==> src/rtl/mem_access_unit.sv <==
// Load/store initiator for data_mem; misaligned half/word accesses become sequential byte accesses.
// Latency: accept -> n access cycles -> 1-cycle response pulse; req_ready stays low until back in IDLE.
module mem_access_unit #(
  parameter int unsigned ALLOW_MISALIGNED = 1
) (
  input  logic        clk,
  input  logic        rst,
  input  logic        req_valid,
  output logic        req_ready,
  input  logic        req_we,
  input  logic [1:0]  req_size,
  input  logic        req_unsigned,
  input  logic [31:0] req_addr,
  input  logic [31:0] req_wdata,
  output logic        rsp_valid,
  output logic        rsp_err,
  output logic [31:0] rsp_rdata,
  output logic        MEMR,
  output logic        MEMW,
  output logic [3:0]  MEM_Ctrl,
  output logic [31:0] addr,
  output logic [31:0] dataW,
  input  logic [31:0] dataR
);

  localparam logic [3:0] CODE_LW  = 4'd2;
  localparam logic [3:0] CODE_LBU = 4'd3;
  localparam logic [3:0] CODE_LHU = 4'd4;
  localparam logic [3:0] CODE_SB  = 4'd5;

  typedef enum logic [1:0] {IDLE, ACCESS, RESP} state_t;

  state_t      state, state_nxt;
  logic        we_q, uns_q, split_q, err_q;
  logic [1:0]  size_q, idx_q, last_idx;
  logic [31:0] addr_q, wdata_q, asm_q, rdata_q;
  logic [31:0] asm_nxt, load_result;
  logic [3:0]  direct_code;
  logic [7:0]  wbyte;
  logic        accept, req_misaligned, req_illegal, last_access;

  assign accept         = req_valid && req_ready;
  assign req_misaligned = (req_size == 2'd1 && req_addr[0]) ||
                          (req_size == 2'd2 && req_addr[1:0] != 2'b00);
  assign req_illegal    = (req_size == 2'd3) || (req_misaligned && ALLOW_MISALIGNED == 0);

  assign last_idx    = split_q ? ((size_q == 2'd2) ? 2'd3 : 2'd1) : 2'd0;
  assign last_access = (idx_q == last_idx);
  assign wbyte       = wdata_q[{idx_q, 3'b000} +: 8];

  // Split loads gather bytes little-endian; the final byte is merged in before extension.
  always_comb begin
    asm_nxt = asm_q;
    asm_nxt[{idx_q, 3'b000} +: 8] = dataR[7:0];
  end

  always_comb begin
    load_result = dataR;
    if (split_q) begin
      if (size_q == 2'd1) begin
        load_result = uns_q ? {16'h0000, asm_nxt[15:0]} : {{16{asm_nxt[15]}}, asm_nxt[15:0]};
      end else begin
        load_result = asm_nxt;
      end
    end
  end

  always_comb begin
    direct_code = 4'd0;
    if (we_q) begin
      direct_code = CODE_SB + {2'b00, size_q};
    end else begin
      case (size_q)
        2'd0:    direct_code = uns_q ? CODE_LBU : 4'd0;
        2'd1:    direct_code = uns_q ? CODE_LHU : 4'd1;
        default: direct_code = CODE_LW;
      endcase
    end
  end

  always_comb begin
    state_nxt = state;
    req_ready = (state == IDLE) && !rst;
    rsp_valid = (state == RESP) && !rst;
    rsp_err   = (state == RESP) && !rst && err_q;
    rsp_rdata = rdata_q;
    MEMR      = 1'b0;
    MEMW      = 1'b0;
    MEM_Ctrl  = 4'd0;
    addr      = 32'h0;
    dataW     = 32'h0;
    case (state)
      IDLE: begin
        if (accept) state_nxt = req_illegal ? RESP : ACCESS;
      end
      ACCESS: begin
        MEMR     = !we_q && !rst;
        MEMW     = we_q && !rst;
        MEM_Ctrl = split_q ? (we_q ? CODE_SB : CODE_LBU) : direct_code;
        addr     = addr_q + {30'd0, idx_q};
        dataW    = split_q ? {24'h0, wbyte} : wdata_q;
        if (last_access) state_nxt = RESP;
      end
      RESP: state_nxt = IDLE;
      default: state_nxt = IDLE;
    endcase
  end

  always_ff @(posedge clk) begin
    if (rst) begin
      state   <= IDLE;
      we_q    <= 1'b0;
      uns_q   <= 1'b0;
      split_q <= 1'b0;
      err_q   <= 1'b0;
      size_q  <= 2'd0;
      idx_q   <= 2'd0;
      addr_q  <= 32'h0;
      wdata_q <= 32'h0;
      asm_q   <= 32'h0;
      rdata_q <= 32'h0;
    end else begin
      state <= state_nxt;
      case (state)
        IDLE: begin
          if (accept) begin
            we_q    <= req_we;
            uns_q   <= req_unsigned;
            size_q  <= req_size;
            addr_q  <= req_addr;
            wdata_q <= req_wdata;
            split_q <= req_misaligned;
            err_q   <= req_illegal;
            idx_q   <= 2'd0;
            asm_q   <= 32'h0;
            if (req_illegal) rdata_q <= 32'h0;
          end
        end
        ACCESS: begin
          idx_q <= idx_q + 2'd1;
          if (!we_q) asm_q <= asm_nxt;
          if (last_access) rdata_q <= we_q ? 32'h0 : load_result;
        end
        default: ;
      endcase
    end
  end

endmodule
==> config.mk <==
export PLATFORM = sky130hd
export DESIGN_NAME = mem_access_unit
export DESIGN_NICKNAME = d
export VERILOG_FILES = /design/src/rtl/mem_access_unit.sv
export SDC_FILE = /design/constraint.sdc
export NUM_CORES = 1
export LEC_CHECK = 0
export ABC_AREA = 1
export CORE_ASPECT_RATIO = 0.7
export CORE_MARGIN = 8
export CORE_UTILIZATION = 30
export CTS_BUF_LIST = sky130_fd_sc_hd__clkbuf_8
export CTS_CLUSTER_SIZE = 25
export DETAILED_ROUTE_END_ITERATION = 6
export GPL_TIMING_DRIVEN = 0
export PLACE_DENSITY = 0.64
export SLEW_MARGIN = 10
export SYNTH_ARGS = -nofsm -noshare
export SYNTH_HDL_FRONTEND = slang
export SYNTH_SLANG_ARGS = --single-unit
==> constraint.sdc <==
create_clock -name clk -period 2.85 [get_ports clk]
set_input_delay 0.57 -clock clk [delete_from_list [all_inputs] [get_ports clk]]
set_output_delay 0.57 -clock clk [all_outputs]
set_load 0.01 [all_outputs]
==> qor.yml <==
synth:
  ys_ff_latch: 138
  syn_inst: 1187
  ys_top_cells_by_area: "dfxtp_1, nand2_1, a21oi_1, nor2_1, o21ai_0"
  yosys_warnings: 0
  synth_top_area_share_pct: 35.9
  syn-num-nets: 1302
  async_reset_ff_share_pct: 0
  syn_area_per_cell_sq_um: 6.48
  synth-xor-area-share_pct: 1.25
  ys_seq_area_share_pct: 35.9
  yosys-mux-area-fraction_pct: 0
  synth_edf_count: 0
  synth.largest_area_cell: "dfxtp_1"
  synth_compound_area_share_pct: 20.7
  yosys.area_share.adder_pct: 2.05
  synthSimpleGateAreaFrac_pct: 29.9
  yosysUniqueCellTypes: 43
  synth_top_family_by_area: "simple AND/OR/NAND/NOR gates"
  syn-cell-area_sq_um: 7690
  ys.flop_type: "dfxtp_1"
timing:
  clock_skew_ns: 0.0146
  layout_min_cycle_time_ns: 2.76
  setup_viol: 0
  slew_viol_final: 0
  worstMarginPinSlew_ns: 0.637
  slew_headroom_pct: 57.6
  fin_hold_ws_ns: 0.455
  rsz0062_at_grt: "true"
  clock.fmax_mhz: 362
  finalCritPeriodShare_pct: 97.0
  hold_viol: 0
worst_setup_path:
  critical_path_class: "reg -> out"
  crit_required_ns: 2.28
  slowest_stage: "fa_2"
  critPathBufInv: 2
  crit_top_cell: "nand3_4"
  cp_max_fo: 4
  path_delay_family: "adder cells"
  ff2ff_path_depth: 10
  endpoint_kind: "primary output"
  crit_arrival_ns: 2.19
  slowest_delay_ns: 0.43
  path_cells: "ha_4, fa_2, nand3_4, inv_4, nand2_4, nor2_4, nand3_4, nor3_2, nor3_1, buf_2"
  startpoint_type: "register"
  cp.depth: 10
drt:
  drc_errors: 0
  first_pass_iters: 6
  drtAntennaViolNets: 0
  drt_wl_total_microns: 31300
  drt_first_iter_violations: 592
  via_per_inst: 4.94
  avgRoutedWirePerCell_microns: 17.7
  vias: 8736
clock_network:
  path_clk_slew_ns: 0.08
  clk_path_buf_depth: 2
  insertion_delay_ns: 0.46
  cts_sinks: 138
  hold_buffers: 0
  cts-buffers-inserted: 17
  clockRootBuffer: "clkbuf_8"
  htreeDepth: 4
  cts_tree: "built"
power_and_ir_drop:
  finalPower_mw: 4.96
  power.leakage_nw: 4.42
  power_density_nw_per_um2: 452
  ir_drop_uv: 264
global_route:
  grt_usage_pct: 19.8
  grt_pass1_vias: 8459
  antenna_found_initial: 0
  grt_pass1_wl_microns: 48300
  overflow: 0
  grt_max_degree: 17
layout:
  area_growth_pct: 42.9
  layout.nets: 1539
  diodes: 0
  drive_above_1_share_pct: 13.9
floorplan:
  die_width_microns: 207
  initial_core_util_pct: 30.2
  core_area_sq_um: 25400
  die_h_microns: 150
  pin_count: 208
  die_area_sq_um: 31100
  core.rowCount: 49
place:
  io_buffers: 207
  place_congestion: 0.952
  place_hpwl_microns: 24600
hold_path:
  hp-class: "reg -> reg"
  hold_depth: 2
run_status:
  outcome: "finished, final reports clean"
job:
  max-cap-violations: 0
cell usage after synthesis (all sizes together), types with 2 or more instances:
cell type,count
o31ai,8
ha,11
a21oi,129
clkinv,3
xor2,10
a221oi,8
dfxtp,138
o21ai,118
and3,2
a22oi,7
a21boi,5
nand4,7
nand3,93
nand2,281
nor3,21
a31o,4
inv,119
clkbuf,38
buf,33
nor2,143
final timing paths:
kind,from,end,slack [ns]
max,idx_q[0]$_SDFFE_PP0P_,addr[20],0.09
min,wdata_q[5]$_SDFFE_PP0P_,wdata_q[5]$_SDFFE_PP0P_,0.46
max reg2reg,idx_q[0]$_SDFFE_PP0P_,rsp_rdata[7]$_SDFFE_PP0P_,0.29
min reg2reg,wdata_q[5]$_SDFFE_PP0P_,wdata_q[5]$_SDFFE_PP0P_,0.46
registers in the layout (all words and copies together) (netlist names):
signal and count:
asm_q 32, wdata_q 32, split_q 1, rsp_rdata 32, err_q 1, state 2
size_q 2, addr_q 32, idx_q 2, we_q 1, uns_q 1
through the flow:
| step | cells | area (sq um) | setup TNS [ns] | utilization, % | worst slack [ns] |
|---|---|---|---|---|---|
| floorplan | 1187 | 7690 | 0 | - | 0.541 |
| finish | 1767 | 11000 | 0 | 43.2 | 0.0855 |
| detailed placement | 1725 | 10200 | -4.59 | 40.0 | -0.421 |
| global placement | 1725 | 10200 | -4.68 | 40.0 | -0.466 |
| global route | 1767 | 11000 | -0.201 | 43.2 | -0.0993 |
| CTS | 1763 | 10900 | -0.338 | 42.7 | -0.109 |
report_power, final:
| part | switching [mW] | internal, mW | total (mW) |
|---|---|---|---|
| Clock | 0.812 | 1.17 | 1.98 |
| Sequential | 0.0765 | 2.03 | 2.10 |
| Combinational | 0.521 | 0.358 | 0.880 |
timing repair:
action / 4_1_cts / 5_1_grt
pin swaps: 9 / 9
resized for setup: 143 / 92
setup buffers: 8 / 4
endpoints found under the setup margin: 71 / 58
routing by layer:
layer	track usage, %	up-vias	wire length (microns)
li1	-	4350	-
met1	28.0	4055	15200
met2	28.8	305	12900
met3	6.30	26	2820
met4	4.81	0	405
met5	0	-	0
final cells by class:
cell class,instances,area (sq um)
plain buffers,70,360
clock buffers,19,262
clock inverters,12,219
fillers,2673,14500
inverters,122,467
multi-input cells,856,4430
flip-flops and latches,138,2780
well taps,331,414
repair buffers,219,2050
cell usage in the layout, fill, tap and decap left out, types with 27 or more instances in the layout:
| cell type | count |
|---|---|
| nand2_1 | 265 |
| clkdlybuf4s50_1 | 155 |
| nor2_1 | 129 |
| dfxtp_1 | 129 |
| a21oi_1 | 119 |
| inv_1 | 111 |
| o21ai_0 | 89 |
| nand3_1 | 87 |
| buf_2 | 32 |
| clkbuf_1 | 27 |
worst register-to-register path: stages (launching register included):
cell and delay (ns):
dfxtp_4 0.39, inv_1 0.06, clkbuf_4 0.19, buf_6 0.17
buf_6 0.15, ha_1 0.36, inv_1 0.10, nand4_1 0.26
o21ai_0 0.37, o21ai_0 0.27, o21ai_2 0.19
cell families after synthesis:
| kind of cell | count (synthesis) |
|---|---|
| compound gates | 283 |
| buf+inv | 193 |
| flops | 138 |
| xor+xnor | 11 |
| simple gates | 550 |
| fa+ha+maj | 12 |
No activity file was read; power rests on OpenSTA's default activity.
